$ cat config.mk
export PLATFORM = sky130hd
export DESIGN_NAME = joy_tx
export DESIGN_NICKNAME = d
export VERILOG_FILES = /design/src/rtl/joy_tx.sv
export SDC_FILE = /design/constraint.sdc
export NUM_CORES = 1
export LEC_CHECK = 0
export BUFFER_PORTS_ARGS = -buffer_cell sky130_fd_sc_hd__buf_2
export CAP_MARGIN = 20
export CORE_ASPECT_RATIO = 1.2
export CORE_MARGIN = 2
export CORE_UTILIZATION = 25
export DETAILED_ROUTE_END_ITERATION = 16
export GPL_ROUTABILITY_DRIVEN = 0
export SYNTH_ARGS = -nofsm -noshare
export SYNTH_HDL_FRONTEND = slang
export SYNTH_SLANG_ARGS = --single-unit
$ cat constraint.sdc
create_clock -name m2 -period 5.1 [get_ports m2]
set_input_delay 0.51 -clock m2 [delete_from_list [all_inputs] [get_ports m2]]
set_output_delay 0.51 -clock m2 [all_outputs]
set_load 0.03 [all_outputs]
$ cat src/rtl/joy_tx.sv
// Joypad transmitter for input playback: answers $4016/$4017 reads with serial
// button bits drawn from a small frame FIFO loaded through two mapper registers.
module joy_tx #(
  parameter logic [15:0] REG_JTX_DATA = 16'h40F4,
  parameter logic [15:0] REG_JTX_CTRL = 16'h40F5,
  parameter int          FIFO_DEPTH   = 8,
  parameter logic [7:0]  OPEN_BUS     = 8'h40
) (
  input  logic        sys_rst,
  input  logic        m2,
  input  logic [15:0] cpu_addr,
  input  logic        cpu_rw,
  input  logic [7:0]  cpu_dat,
  output logic [7:0]  jtx_do,
  output logic        jtx_oe
);

  localparam int         PTR_W    = $clog2(FIFO_DEPTH);
  localparam logic [3:0] FULL_CNT = 4'(FIFO_DEPTH);
  localparam logic [15:0] PAD0_ADDR = 16'h4016;
  localparam logic [15:0] PAD1_ADDR = 16'h4017;

  logic [PTR_W-1:0] wr_ptr_q, wr_ptr_d;
  logic [PTR_W-1:0] rd_ptr_q, rd_ptr_d;
  logic [3:0]       count_q, count_d;
  logic             phase_q, phase_d;
  logic [7:0]       staging_q, staging_d;
  logic             en_q, en_d;
  logic             ovf_q, ovf_d;
  logic             udf_q, udf_d;
  logic             load_q, load_d;
  logic [15:0]      hold_frame_q, hold_frame_d;
  logic [7:0]       sr0_q, sr0_d;
  logic [7:0]       sr1_q, sr1_d;
  logic [15:0]      mem_q [FIFO_DEPTH];

  logic        pad0_sel, pad1_sel, data_sel, ctrl_sel;
  logic        cpu_wr, fifo_empty, fifo_full;
  logic        flush, strobe_fall, pop, push_req, push;
  logic [15:0] head;
  logic        pad_bit;
  logic [7:0]  status;

  assign pad0_sel   = (cpu_addr == PAD0_ADDR);
  assign pad1_sel   = (cpu_addr == PAD1_ADDR);
  assign data_sel   = (cpu_addr == REG_JTX_DATA);
  assign ctrl_sel   = (cpu_addr == REG_JTX_CTRL);
  assign cpu_wr     = ~cpu_rw;
  assign fifo_empty = (count_q == 4'd0);
  assign fifo_full  = (count_q == FULL_CNT);
  assign head       = mem_q[rd_ptr_q];

  always_comb begin
    wr_ptr_d     = wr_ptr_q;
    rd_ptr_d     = rd_ptr_q;
    count_d      = count_q;
    phase_d      = phase_q;
    staging_d    = staging_q;
    en_d         = en_q;
    ovf_d        = ovf_q;
    udf_d        = udf_q;
    load_d       = load_q;
    hold_frame_d = hold_frame_q;
    sr0_d        = sr0_q;
    sr1_d        = sr1_q;

    flush       = cpu_wr & ctrl_sel & cpu_dat[6];
    strobe_fall = cpu_wr & pad0_sel & load_q & ~cpu_dat[0];
    pop         = strobe_fall & en_q & ~fifo_empty & ~flush;
    push_req    = cpu_wr & data_sel & phase_q;
    // A pop on the same edge frees the slot, so a full FIFO can still accept.
    push        = push_req & (~fifo_full | pop);

    if (cpu_wr & data_sel) begin
      phase_d = ~phase_q;
      if (!phase_q) staging_d = cpu_dat;
    end
    if (push_req & ~push) ovf_d = 1'b1;
    if (push) wr_ptr_d = wr_ptr_q + 1'b1;
    if (pop) begin
      rd_ptr_d     = rd_ptr_q + 1'b1;
      hold_frame_d = head;
    end
    case ({push, pop})
      2'b10:   count_d = count_q + 4'd1;
      2'b01:   count_d = count_q - 4'd1;
      default: count_d = count_q;
    endcase
    if (strobe_fall & en_q & fifo_empty & ~flush) udf_d = 1'b1;

    if (cpu_wr & pad0_sel) load_d = cpu_dat[0];
    if (strobe_fall) begin
      sr0_d = pop ? head[7:0]  : hold_frame_q[7:0];
      sr1_d = pop ? head[15:8] : hold_frame_q[15:8];
    end
    // Reads with the strobe low consume one bit and backfill with 1s.
    if (cpu_rw & ~load_q & pad0_sel) sr0_d = {sr0_q[6:0], 1'b1};
    if (cpu_rw & ~load_q & pad1_sel) sr1_d = {sr1_q[6:0], 1'b1};

    if (cpu_wr & ctrl_sel) en_d = cpu_dat[7];
    if (flush) begin
      wr_ptr_d = '0;
      rd_ptr_d = '0;
      count_d  = 4'd0;
      phase_d  = 1'b0;
      ovf_d    = 1'b0;
      udf_d    = 1'b0;
    end
  end

  always_ff @(negedge m2 or posedge sys_rst) begin
    if (sys_rst) begin
      wr_ptr_q     <= '0;
      rd_ptr_q     <= '0;
      count_q      <= 4'd0;
      phase_q      <= 1'b0;
      staging_q    <= 8'h00;
      en_q         <= 1'b0;
      ovf_q        <= 1'b0;
      udf_q        <= 1'b0;
      load_q       <= 1'b0;
      hold_frame_q <= 16'hFFFF;
      sr0_q        <= 8'hFF;
      sr1_q        <= 8'hFF;
    end else begin
      wr_ptr_q     <= wr_ptr_d;
      rd_ptr_q     <= rd_ptr_d;
      count_q      <= count_d;
      phase_q      <= phase_d;
      staging_q    <= staging_d;
      en_q         <= en_d;
      ovf_q        <= ovf_d;
      udf_q        <= udf_d;
      load_q       <= load_d;
      hold_frame_q <= hold_frame_d;
      sr0_q        <= sr0_d;
      sr1_q        <= sr1_d;
    end
  end

  // Frame storage needs no reset; contents are invalid whenever count is zero.
  always_ff @(negedge m2) begin
    if (push) mem_q[wr_ptr_q] <= {cpu_dat, staging_q};
  end

  always_comb begin
    pad_bit = 1'b1;
    if (pad0_sel)
      pad_bit = load_q ? (fifo_empty ? hold_frame_q[7] : head[7]) : sr0_q[7];
    else if (pad1_sel)
      pad_bit = load_q ? (fifo_empty ? hold_frame_q[15] : head[15]) : sr1_q[7];
  end

  assign status = {en_q, ovf_q, udf_q, 1'b0, count_q};
  assign jtx_do = ctrl_sel ? status : {OPEN_BUS[7:1], pad_bit};
  assign jtx_oe = cpu_rw & ((en_q & (pad0_sel | pad1_sel)) | ctrl_sel);

endmodule

==> metrics.md <==
| Metric | Value |
|---|---|
| Per-cell via count in the routed design | about 4.3 |
| Leakage dissipation | 4.491 nW |
| Top cell type's share of synthesized area | 0.5029 |
| Post-route non-filler standard cell count | 1076 |
| Wire length on met1 | slightly above 7000 um |
| Uppermost routed layer | met4 |
| Pre-CTS WS | -0.3234 ns |
| Hpwl dp | around 11000 um |
| Worst Min Path Start | sr0_q[0]$_DFFE_NP1P_ |
| Antenna violation net count after detailed routing | 0 |
| Number of global-route vias before repair | 5168 |
| Hold-fix buffers, CTS | 0 |
| Wire length of the first global-routing pass | approximately 27000 um |
| Number of clock buffers inserted by TritonCTS | 17 |
| Number of top-level design ports | 36 |
| Clock insertion delay at the later pin of the skew report | roughly 0.47 ns |
| Clock edge transition at the registers on the reported setup and hold paths | about 0.050 ns |
| Count of flip-flops with a built-in enable after synthesis | about 130 |
| Pin count of the biggest net entering global routing | 32 |
| Core Region | ~0.03 sq mm |
| Max cap viols | 0 |
| Die outline area | approximately 0.032 sq mm |
| Dominant register cell in the synthesized netlist | sky130_fd_sc_hd__edfxtp_1 |
| Total number of vias | about 4700 |
| Average size of a mapped cell | between 15 and 20 sq um |
| Critical Path End | jtx_do[0] |
| Layout Area Growth over Synthesis | 31.10% |
| Number of distinct library cells after synthesis | 60 |
| Internal reg-to-reg setup slack | about 2.3 ns |
| Starting utilization of the core area | 0.2522 |
| Maximum fanout encountered on the critical timing path | 7 |
| Worst Setup Slack, final | -0.1347 ns |
| Die extent in y | slightly below 200 um |
| Cells taking the most area after synthesis | sky130_fd_sc_hd__edfxtp_1 50%, sky130_fd_sc_hd__dfstp_2 11%, sky130_fd_sc_hd__mux4_2 9.4%, sky130_fd_sc_hd__dfrtn_1 7.5%, sky130_fd_sc_hd__mux2_2 4.7% |
| Endpoint required time on the critical path | 4.59 ns |
| Setup Crit Path Kind | flop to primary output |
| Number of detailed-route iterations in the first pass | 4 |
| Outcome | finished with violations |
| Power Dens Cells | roughly 340 mW/mm^2 |
| Launching element type of the critical path | flop |
| Leading cell type by number of instances after synthesis | sky130_fd_sc_hd__edfxtp_1 |
| Initial antenna violation count | 1 |
| Crit Reg-Reg Endpoint | count_q[3]$_DFFE_NP0P_ |
| Number of max-slew violations in the final report | 0 |
| Count of input and output buffers | 34 |
| Count of cells along the worst register-to-register path | 9 |
| Drt initial violations | 217 |
| Netlist area before placement | around 0.0076 sq mm |
| Endpoints failing hold | 0 |
| Class of the worst hold path | flop to flop |
| Headroom to the max-slew limit | 0.3998 |
| Post-synthesis register bit count | around 180 |
| Net Count, Synth | between 400 and 500 |
| Reg2reg start | count_q[0]$_DFFE_NP0P_ |
| Hold Worst Slack | roughly 0.46 ns |
| CTS H-Tree Depth | 4 |
| Area after DPL | ~0.009 sq mm |
| CTS root buffer | sky130_fd_sc_hd__clkbuf_16 |
| Origin of the worst setup path | rd_ptr_q[0]$_DFFE_NP0P_ |
| Die Wd | between 150 and 200 um |
| Slew at the pin closest to its max-slew limit | roughly 0.9 ns |
| Detail-routed net length per standard cell | roughly 16 um |
| Worst clock skew | around 0.074 ns |
| Final-stage net count | 698 |
| Buffer depth of the longest clock path | 2 |
| Layout Cell Area excl Fill | between 0.01 and 0.015 sq mm |
| Total detailed-routing wirelength | roughly 17000 um |
| Nature of the critical path endpoint | primary output |
| Arrival time at the worst endpoint | between 4 and 5 ns |
| Number of clock sinks seen by CTS | around 180 |
| Core Rows | 70 |
| Clock tree from TritonCTS | built |
| Drt drc | 0 |
| Failing checks | setup timing |
| Routed met3 length | a little under 900 um |
| Final count of negative-setup-slack endpoints | 1 |
| Total number of yosys warnings | 0 |
| Unrepaired setup endpoints after global routing | true |
| DR WL met2 | approximately 8800 um |
| Total placed cells including tap cells | roughly 900 |
| Post-synthesis async set-or-reset flop share | 0.3005 |
| All-layer global routing usage | 0.1124 |
| Cells after synthesis | roughly 420 |
| Post-synthesis cell type with the largest combined area | sky130_fd_sc_hd__edfxtp_1 |
| Fraction of the yosys area taken by sequential cells | 0.6882 |
| List of most frequent post-synthesis cells | 128 x sky130_fd_sc_hd__edfxtp_1, 32 x sky130_fd_sc_hd__dfstp_2, 32 x sky130_fd_sc_hd__mux2_2, 32 x sky130_fd_sc_hd__mux4_2, 23 x sky130_fd_sc_hd__dfrtn_1 |
| Worst voltage drop across the vdd grid | between 0.00015 and 0.0002 V |
| Remaining global-route overflow | 0 |
| Proportion of layout cells with a drive suffix above 1 | 0.3711 |
==> cell families (layout without fill, tap and decap cells) <==
kind of cell	count (synthesis)	after routing	share of synthesized area
buf+inv	28	283	0.01752
simple gates	82	82	0.06990
flops	183	183	0.6882
xor+xnor	4	4	0.004583
mux	77	77	0.1657
fa+ha+maj	5	5	0.009167
compound gates	44	44	0.04453
other cells	1	2	0.0004906
==> cell usage in the layout, fill, tap and decap left out, types with 7 or more instances in the layout <==
cell	instances
sky130_fd_sc_hd__a21o_1	9
sky130_fd_sc_hd__a22o_1	7
sky130_fd_sc_hd__buf_12	11
sky130_fd_sc_hd__buf_2	33
sky130_fd_sc_hd__buf_4	38
sky130_fd_sc_hd__clkbuf_16	17
sky130_fd_sc_hd__dfrtn_1	23
sky130_fd_sc_hd__dfstp_2	32
sky130_fd_sc_hd__edfxtp_1	128
sky130_fd_sc_hd__inv_1	167
sky130_fd_sc_hd__mux2_2	30
sky130_fd_sc_hd__mux2_4	13
sky130_fd_sc_hd__mux4_2	32
sky130_fd_sc_hd__nand2_1	10
sky130_fd_sc_hd__nand3_1	7
sky130_fd_sc_hd__nor2_1	13
==> layout make-up <==
cell class / count / area [sq um]
Fill cell: 2994 / 20280
Sequential cell: 183 / 5260
Multi-Input combinational cell: 213 / 2380
Clock inverter: 175 / 750.7
Timing Repair Buffer: 82 / 670.6
Tap cell: 396 / 495.5
Clock buffer: 17 / 425.4
Inverter: 9 / 36.28
Antenna cell: 1 / 2.502
==> per-layer routing <==
layer | up-vias | GRT usage
li1 | 2165 | -
met1 | 2360 | 0.1297
met2 | 116 | 0.1905
met3 | 17 | 0.04291
met4 | 0 | 0.03834
met5 | - | 0
==> report_power, final <==
part	total [W]	switching, W	internal [W]	leakage (nW)
sequential	0.00160	0.0000000849	0.00160	1.96
combinational	0.0000433	0.0000296	0.0000137	1.39
clock	0.00175	0.000928	0.000818	1.13
==> registers in the layout, indices dropped and copies added, names as in the netlist, 3 cells and up <==
register and flops:
staging_q 8, mem_q 128, hold_frame_q 16, sr1_q 8, count_q 4, wr_ptr_q 3
sr0_q 8, rd_ptr_q 3
==> critical path, cell delays in order, from the launching register on <==
cell	delay, ns
sky130_fd_sc_hd__dfrtn_1	0.44
sky130_fd_sc_hd__buf_12	0.13
sky130_fd_sc_hd__mux4_2	0.50
sky130_fd_sc_hd__mux2_4	0.31
sky130_fd_sc_hd__a31oi_4	0.16
sky130_fd_sc_hd__nor3_2	0.06
sky130_fd_sc_hd__buf_4	0.16
==> timing repair <==
action	in CTS	in global routing
gates resized for setup	8	1
endpoints found under the setup margin	1	1
setup buffers	4	0
pin swaps	2	0
==> metrics by stage <==
| stage | TNS [ns] | utilization | total power, W |
|---|---|---|---|
| 6_report | -0.1347 | 0.3307 | 0.003387 |
| 5_1_grt | -0.1926 | 0.3306 | 0.003620 |
| 4_1_cts | -0.1500 | 0.3303 | 0.003443 |
| 3_5_place_dp | -39.21 | 0.2887 | 0.001848 |
| 3_3_place_gp | -38.10 | 0.2887 | 0.001846 |
| 2_1_floorplan | -47.15 | - | 0.001819 |
==> worst min-delay path by stage <==
stage                           end  slack [ns]  cells past startpoint
2_1_floorplan     ovf_q$_DFFE_NP0P_        0.42                      2
3_3_place_gp   sr0_q[0]$_DFFE_NP1P_        0.45                      2
4_1_cts           udf_q$_DFFE_NP0P_        0.46                      2
5_1_grt           udf_q$_DFFE_NP0P_        0.48                      2
6_report       sr0_q[0]$_DFFE_NP1P_        0.46                      2
3_5_place_dp   sr0_q[0]$_DFFE_NP1P_        0.45                      2
Power figures use the tool's default switching activity.
